### src/rtl/mux_4to1_arbiter_pkg.sv
// Shared definitions for the 4-requester round-robin mux arbiter.
// FSM encodings, requester count and select width, plus a one-hot helper.
package mux_4to1_arbiter_pkg;

    localparam logic ST_IDLE  = 1'b0;
    localparam logic ST_GRANT = 1'b1;

    localparam int NUM_REQ = 4;
    localparam int SEL_W   = 2;

    function automatic logic [NUM_REQ-1:0] onehot4(input logic [SEL_W-1:0] idx);
        onehot4 = 4'b0001 << idx;
    endfunction

endpackage

### src/rtl/mux_4to1_arbiter_rr_pick4.sv
// Round-robin picker: first set request scanning upward from last+1 with wrap.
// Purely combinational, zero latency; no flow control of its own.
module rr_pick4
    import mux_4to1_arbiter_pkg::*;
(
    input  logic [NUM_REQ-1:0] req,
    input  logic [SEL_W-1:0]   last,
    output logic               any,
    output logic [SEL_W-1:0]   winner
);

    logic [SEL_W-1:0] w_idx;
    logic             w_found;

    always_comb begin
        any     = |req;
        winner  = last;
        w_found = 1'b0;
        w_idx   = last;
        // offset 4 wraps back onto last itself, so it only wins when alone
        for (int k = 1; k <= NUM_REQ; k++) begin
            w_idx = last + 2'(k);
            if (!w_found && req[w_idx]) begin
                winner  = w_idx;
                w_found = 1'b1;
            end
        end
    end

endmodule

### src/rtl/mux_4to1_arbiter.sv
// Round-robin grant of one of four requesters onto a shared nibble stream; 1-cycle arbitration, bounded bursts.
// out_ready low freezes grant, sel and beat count; req_ready follows out_ready only for the granted requester.
module mux_4to1_arbiter
    import mux_4to1_arbiter_pkg::*;
#(
    parameter int DATA_W    = 4,
    parameter int MAX_BURST = 4
) (
    input  logic                      clk,
    input  logic                      rst_n,
    input  logic [NUM_REQ-1:0]        req_valid,
    input  logic [NUM_REQ*DATA_W-1:0] req_data,
    output logic [NUM_REQ-1:0]        req_ready,
    output logic                      out_valid,
    output logic [DATA_W-1:0]         out_data,
    input  logic                      out_ready,
    output logic [SEL_W-1:0]          sel,
    output logic [NUM_REQ-1:0]        grant,
    output logic                      busy
);

    localparam logic [3:0] LP_LAST_BEAT = 4'(MAX_BURST - 1);

    logic               r_state;
    logic [SEL_W-1:0]   r_sel;
    logic [SEL_W-1:0]   r_last;
    logic [NUM_REQ-1:0] r_grant;
    logic [3:0]         r_beat_cnt;

    logic               w_any;
    logic [SEL_W-1:0]   w_winner;
    logic               w_busy;
    logic               w_sel_valid;
    logic               w_beat;
    logic [DATA_W-1:0]  w_words [NUM_REQ];

    rr_pick4 u_pick (
        .req    (req_valid),
        .last   (r_last),
        .any    (w_any),
        .winner (w_winner)
    );

    always_comb begin
        for (int i = 0; i < NUM_REQ; i++) begin
            w_words[i] = req_data[i*DATA_W +: DATA_W];
        end
    end

    assign w_busy      = (r_state == ST_GRANT);
    assign w_sel_valid = req_valid[r_sel];
    assign w_beat      = w_busy && w_sel_valid && out_ready;

    always_comb begin
        req_ready = '0;
        if (w_busy) begin
            req_ready[r_sel] = out_ready;
        end
    end

    assign out_valid = w_busy && w_sel_valid;
    assign out_data  = w_words[r_sel];
    assign sel       = r_sel;
    assign grant     = r_grant;
    assign busy      = w_busy;

    always_ff @(posedge clk or negedge rst_n) begin
        if (!rst_n) begin
            r_state    <= ST_IDLE;
            r_sel      <= '0;
            r_last     <= 2'd3;
            r_grant    <= '0;
            r_beat_cnt <= '0;
        end else begin
            case (r_state)
                ST_IDLE: begin
                    if (w_any) begin
                        r_state    <= ST_GRANT;
                        r_sel      <= w_winner;
                        r_last     <= w_winner;
                        r_grant    <= onehot4(w_winner);
                        r_beat_cnt <= '0;
                    end
                end
                ST_GRANT: begin
                    // an empty granted requester gives up its slot at once
                    if (!w_sel_valid || (w_beat && r_beat_cnt == LP_LAST_BEAT)) begin
                        r_state    <= ST_IDLE;
                        r_grant    <= '0;
                        r_beat_cnt <= '0;
                    end else if (w_beat) begin
                        r_beat_cnt <= r_beat_cnt + 4'd1;
                    end
                end
                default: begin
                    r_state <= ST_IDLE;
                    r_grant <= '0;
                end
            endcase
        end
    end

endmodule
### config.mk
export PLATFORM = sky130hd
export DESIGN_NAME = mux_4to1_arbiter
export DESIGN_NICKNAME = d
export VERILOG_FILES = /design/src/rtl/mux_4to1_arbiter_pkg.sv /design/src/rtl/mux_4to1_arbiter_rr_pick4.sv /design/src/rtl/mux_4to1_arbiter.sv
export SDC_FILE = /design/constraint.sdc
export NUM_CORES = 1
export LEC_CHECK = 0
export CORE_ASPECT_RATIO = 1.1
export CORE_MARGIN = 1.5
export CORE_UTILIZATION = 43
export CTS_CLUSTER_DIAMETER = 120
export DETAILED_ROUTE_END_ITERATION = 8
export PLACE_DENSITY = 0.8
export SETUP_SLACK_MARGIN = 0.15
export SYNTH_ARGS = -nofsm -noshare
export SYNTH_HDL_FRONTEND = slang
export SYNTH_SLANG_ARGS = --single-unit
### constraint.sdc
create_clock -name clk -period 4.2 [get_ports clk]
set_input_delay 0.42 -clock clk [delete_from_list [all_inputs] [get_ports clk]]
set_output_delay 0.42 -clock clk [all_outputs]
set_load 0.1 [all_outputs]
==> metrics.yaml, run 1 <==
logic_synthesis:
  yosysWarnings: 0
  seq_area_frac_synth_pct: 39.9
  yosys.area.top_type: "dfrtp_1"
  synth_top_area_share_pct: 33.5
  syn_nets: 104
  avgSynthCellArea_sq_um: 10.3
  syn_inst: 80
  synth_cell_types: 33
  ys_seq_elements: 13
  synth_area_leaders: "dfrtp_1 33%, mux4_1 13%, dfstp_2 6.4%"
  syn_area_sq_um: 822
critical_path:
  r2r.worst_path.cells: 4
  path_cells: "mux4_1, clkdlybuf4s50_1"
  r2r_start: "sel[0]"
  crit_cells: 2
  startpoint: "sel[0]"
  worstPathRequired_ns: 3.78
  critPathLaunchType: "flop"
  regToRegSetupSlack_ns: 2.26
  crit_type: "reg -> out"
  crit_path_top_delay_cell: "clkdlybuf4s50_1"
  crit_fanout: 11
  critical-path-top-delay-family: "buffers and inverters"
  critPathBufInv: 1
  cp_slowest_stage_delay_ns: 0.98
  cp-end-kind: "output pin"
  endpoint: "out_data[0]"
  r2r-end: "grant[3]"
  arrival_ns: 2.48
placement:
  hpwl_um: 1580
  io_buffers: 38
  routabilityCongestion: 0.722
finish:
  drive_gt1_share_pct: 8.40
  area_growth_syn_to_layout_pct: 49.5
  fin_nets: 144
  n_antenna_cell: 0
status:
  outcome: "complete, but fails checks"
  violations: "DRC"
clock_tree:
  cts-root-buf: "clkbuf_4"
  worstSkewPairLatency_ns: 0.27
  cts_hold_buffers: 0
  cts_setup_buffers: 0
  cts_resized: 0
  clk_pin_slew_ns: 0.08
  htreeDepth: 1
  cts.path.max_buffers: 2
  cts_sinks: 13
  cts_tree: "built"
  cts_buffers: 3
grt:
  grt_antenna_before_repair: 0
  gr-total-overflow: 0
  grt_first_pass_wirelength_um: 3280
  grt_pass1_vias: 773
  grt_max_degree: 14
  grt_usage_pct: 20.2
timing:
  max_freq_mhz: 345
  final.setup_skew_ns: 0.00742
  rsz0062_at_grt: "false"
  relSlewSlack_pct: 35.2
  slew_violations: 0
  tns_ns: 0
  setup_viol: 0
  period_needed_ns: 2.90
  hold_viol: 0
  fin_crit_sh_pct: 69.0
  worst_slew_pin_slew_ns: 0.969
detailed_routing:
  drc_errors: 6
  via_count: 775
  routed_wl_um: 1960
  ant_nets: 0
  avgViaCountPerCell: 5.66
  drtIter0Drc: 19
  firstDrtPassIters: 6
  avgRoutedWirePerCell_um: 14.3
die:
  core_sq_um: 1780
  num_rows: 16
  die_width_um: 44.7
  die_h_um: 48.9
  ioPinCount: 39
  die_area_sq_um: 2180
  initial_utilization_pct: 46.1
worst_hold_path:
  hold_path_class: "reg -> reg"
run:
  max_cap_violations: 0
[per-layer routing]
layer / up-vias / part of all wire [%] / GRT usage (%)
met1: 359 / 41 / 22.0
met3: 2 / 10 / 6.30
met4: 0 / 1.0 / 6.06
met5: - / 0 / 0
met2: 35 / 48 / 35.7
li1: 379 / - / -
[synthesized netlist by cell type (all sizes together)]
cell type / number
a211o: 1
a21o: 1
a21oi: 1
a22o: 1
a22oi: 1
a32o: 2
and2: 1
and3: 2
and3b: 1
buf: 2
clkbuf: 1
dfrtp: 11
dfstp: 2
ha: 1
inv: 5
mux2i: 1
mux4: 5
nand2: 11
nand2b: 1
nand3: 3
nor2: 6
nor2b: 2
nor3: 2
nor4: 1
o21a: 4
o21ai: 4
o22ai: 1
o2bb2ai: 2
o31ai: 2
or3: 1
or3b: 1
[cells in the final DEF (no fill, tap or decap), types with 3 or more instances in the layout]
cell type / synthesis / final
mux4_1: 4 / 4
nand3_1: 3 / 3
nand2_1: 11 / 11
dfrtp_1: 11 / 11
o21a_1: 4 / 4
nor2_1: 6 / 6
clkbuf_4: 0 / 3
o21ai_0: 4 / 4
inv_1: 5 / 5
clkdlybuf4s50_1: 0 / 37
[sequential cells by signal (all words and copies together), names as in the netlist]
name,flops
busy,1
r_beat_cnt,4
sel,2
grant,4
r_last,2
[worst min path at each step]
stage	start	depth (start not counted)	slack, ns	end
floorplan	rst_n	0	0.12	busy
global placement	grant[2]	1	0.48	grant[2]
detailed placement	grant[2]	1	0.47	grant[2]
CTS	grant[2]	1	0.50	grant[2]
global route	grant[1]	1	0.53	grant[1]
finish	grant[2]	1	0.50	grant[2]
[worst register-to-register path: cells and delay by family, from the launching register on]
family	cells	cell delay, ns
AOI/OAI and AO/OA	2	0.48
and+or+nand+nor	1	0.13
muxes	1	0.61
DFF	1	0.61
[layout make-up]
| class | instances | area [sq um] |
|---|---|---|
| clock buffers | 4 | 26.3 |
| fillers | 139 | 553 |
| inverters | 5 | 18.8 |
| multi-input cells | 59 | 455 |
| flip-flops and latches | 13 | 328 |
| well taps | 18 | 22.5 |
| repair buffers | 38 | 378 |
[stage by stage]
step                instances  cell area [sq um]  worst slack [ns]  hold slack, ns  util, %
detailed placement        133               1200              1.34           0.473     67.5
finish                    137               1230              1.30           0.497     69.0
global route              137               1230              1.23           0.526     69.0
floorplan                  80                822             0.581           0.124        -
global placement          133               1200              1.37           0.476     67.5
CTS                       137               1230              1.29           0.501     69.0
[cell families after synthesis]
family          after synthesis  share of synthesized area [%]
fa+ha+maj                     1                           1.52
compound gates               20                           17.8
mux                           6                           16.7
buf+inv                       8                           4.72
flops                        13                           39.9
simple gates                 32                           19.3
Power of run 1 is not shown: default switching activity piles up to over one toggle a cycle in this logic, so the estimate is an artifact.
==> run 2, diff against run 1 <==
--- a/config.mk
+++ b/config.mk
@@ -7,10 +7,10 @@
 export LEC_CHECK = 0
 export CORE_ASPECT_RATIO = 1.1
 export CORE_MARGIN = 1.5
-export CORE_UTILIZATION = 43
+export CORE_UTILIZATION = 36
 export CTS_CLUSTER_DIAMETER = 120
 export DETAILED_ROUTE_END_ITERATION = 8
-export PLACE_DENSITY = 0.8
+export PLACE_DENSITY = 0.71
 export SETUP_SLACK_MARGIN = 0.15
 export SYNTH_ARGS = -nofsm -noshare
 export SYNTH_HDL_FRONTEND = slang
==> constraint.sdc (replaced) <==
create_clock -name clk -period 2.36 [get_ports clk]
set_input_delay 0.236 -clock clk [delete_from_list [all_inputs] [get_ports clk]]
set_output_delay 0.236 -clock clk [all_outputs]
set_load 0.1 [all_outputs]
==> run 2 against run 1 <==
The flow now finishes without violations. Utilization fell by 6.2 points. Flip-flop and latch count stayed put. Via count increased by 2.5%. Setup slack got worse by 1.0 ns. Critical path depth up 2. Final cell count rose by 8.0%. First-iteration DRC count shrank 21%. Final area up 6.5%. Non-clock buffer count rose by 1. Global-route usage shrank 1.7 points.
==> metrics.yaml, run 2 (synthesized netlist as in run 1, its figures left out) <==
status:
  outcome: "complete, no violations"
grt:
  grt_first_pass_wirelength_um: 3530  # +7.3%
  grt_usage_pct: 18.5  # -1.7 points
  grt_max_degree: 14  # unchanged
  busiest_layer: "met2"
  met1_usage_pct: 22.4  # +0.39 points
  grtUsageMet3_pct: 4.80  # -1.5 points
  gr-total-overflow: 0  # unchanged
  use_met2_pct: 30.6  # -5.2 points
  grt_pass1_vias: 742  # -4.0%
  grt_antenna_before_repair: 0  # unchanged
timing:
  tns_ns: 0  # unchanged
  fin_ws_ns: 0.279  # -1.02 ns
  fin_crit_sh_pct: 88.2
  rsz0062_at_grt: "false"
  worst_slew_pin_slew_ns: 0.592  # -0.377 ns
  setup_viol: 0  # unchanged
  hold_viol: 0  # unchanged
  period_needed_ns: 2.08
  relSlewSlack_pct: 60.4  # +25 points
  max_freq_mhz: 481
  slew_violations: 0  # unchanged
  final.setup_skew_ns: 0.00871  # +0.00129 ns
clock_tree:
  cts_buffers: 3  # unchanged
  worstSkewPairLatency_ns: 0.28  # about the same
  cts_setup_buffers: 0  # unchanged
  cts-root-buf: "clkbuf_4"
  clk_pin_slew_ns: 0.08  # about the same
  cts_sinks: 13  # unchanged
  cts_hold_buffers: 0  # unchanged
  cts_resized: 0  # unchanged
  cts.path.max_buffers: 2  # unchanged
  htreeDepth: 1  # unchanged
  cts_tree: "built"
die:
  num_rows: 17  # +1
  initial_utilization_pct: 39.4  # -6.7 points
  core_sq_um: 2080  # +17%
  die_width_um: 48.6  # +8.7%
  ioPinCount: 39  # unchanged
  die_h_um: 53.1  # +8.7%
  die_area_sq_um: 2580  # +18%
finish:
  final_common_cell: "clkdlybuf4s50_1"
  design_area_sq_um: 1310  # +6.5%
  area_growth_syn_to_layout_pct: 59.2
  final_cell_mix: "22 x clkdlybuf4s50_1, 12 x buf_4, 11 x nand2_1"
  fin_nets: 145  # +0.69%
  drive_gt1_share_pct: 26.7  # +18 points
  n_antenna_cell: 0  # unchanged
detailed_routing:
  avgRoutedWirePerCell_um: 14.2  # -0.79%
  via_count: 794  # +2.5%
  ant_nets: 0  # unchanged
  avgViaCountPerCell: 5.36  # -5.2%
  drtIter0Drc: 15  # -4
  drc_errors: 0  # -6
  routed_wl_um: 2110  # +7.2%
  firstDrtPassIters: 4  # -2
critical_path:
  arrival_ns: 1.85  # -0.63 ns
  crit_fanout: 11  # unchanged
  worstPathRequired_ns: 2.12  # -1.66 ns
  critPathLaunchType: "flop"
  path_cells: "mux4_2, nand2_1, clkinvlp_4, buf_12"
  crit_type: "reg -> out"
  crit_path_top_delay_cell: "mux4_2"
  cp_slowest_stage_delay_ns: 0.57  # -0.41 ns
  cp-end-kind: "output pin"
worst_hold_path:
  hold_path_class: "in -> async"
placement:
  hpwl_um: 1630  # +3.2%
  routabilityCongestion: 0.756  # +4.8%
  dpl_worst_slack_ns: 0.354  # -0.987 ns
  postPlaceCellArea_sq_um: 1280  # +6.7%
  io_buffers: 38  # unchanged
run:
  max_cap_violations: 0  # unchanged
==> run 2: cell count changes in the layout (fill, tap and decap cells not counted) <==
cell             previous run  this run
buf_4                       1        12
clkdlybuf4s50_1            37        22
nor2_1                      6         4
dfrtp_2                     0         1
inv_1                       5         4
clkinvlp_4                  0         1
nor3_4                      0         1
nor3_1                      2         1
dfrtp_4                     0         1
nor2_4                      0         2
buf_12                      0         5
dfrtp_1                    11         9
==> run 2: area by class of cell <==
cell class	count	area (sq um)
Multi-Input combinational cell	59	482
Timing Repair Buffer	39	410
Sequential cell	13	333
Clock buffer	4	26.3
Inverter	5	22.5
Tap cell	28	35.0
Fill cell	175	776
==> run 2: layer usage <==
| metal | wire length [um] | share of wire (%) |
|---|---|---|
| met5 | 0 | 0 |
| met4 | 42 | 2.0 |
| met3 | 175 | 8.3 |
| met2 | 997 | 47 |
| met1 | 890 | 42 |
==> run 2: worst paths after layout <==
check / from / endpoint / slack [ns] / depth (start not counted)
worst max-delay path: sel[0] / out_valid / 0.28 / 4
worst min-delay path: rst_n / r_beat_cnt[2] / 0.32 / 1
worst max register to register: sel[0] / grant[3] / 0.49 / 4
worst min register to register: grant[2] / grant[2] / 0.50 / 1
max in group asynchronous: rst_n / sel[0] / 1.59 / 1
min in group clk: grant[2] / grant[2] / 0.50 / 1
==> run 2: worst max-delay path: cells and delay by family (launching register included) <==
kind,cells,cell delay [ns]
muxes,1,0.57
and+or+nand+nor,1,0.17
buffers and inverters,2,0.29
DFF,1,0.53
==> run 2: through the flow <==
step	cells	utilization (%)	hold slack [ns]
final	148	62.8	0.323
after detailed placement	144	61.5	0.481
after CTS	148	62.8	0.326
after global routing	148	62.8	0.364
after global placement	144	61.5	0.491
after floorplan	80	-	-0.0596
Power of run 2 is left out for the same reason.
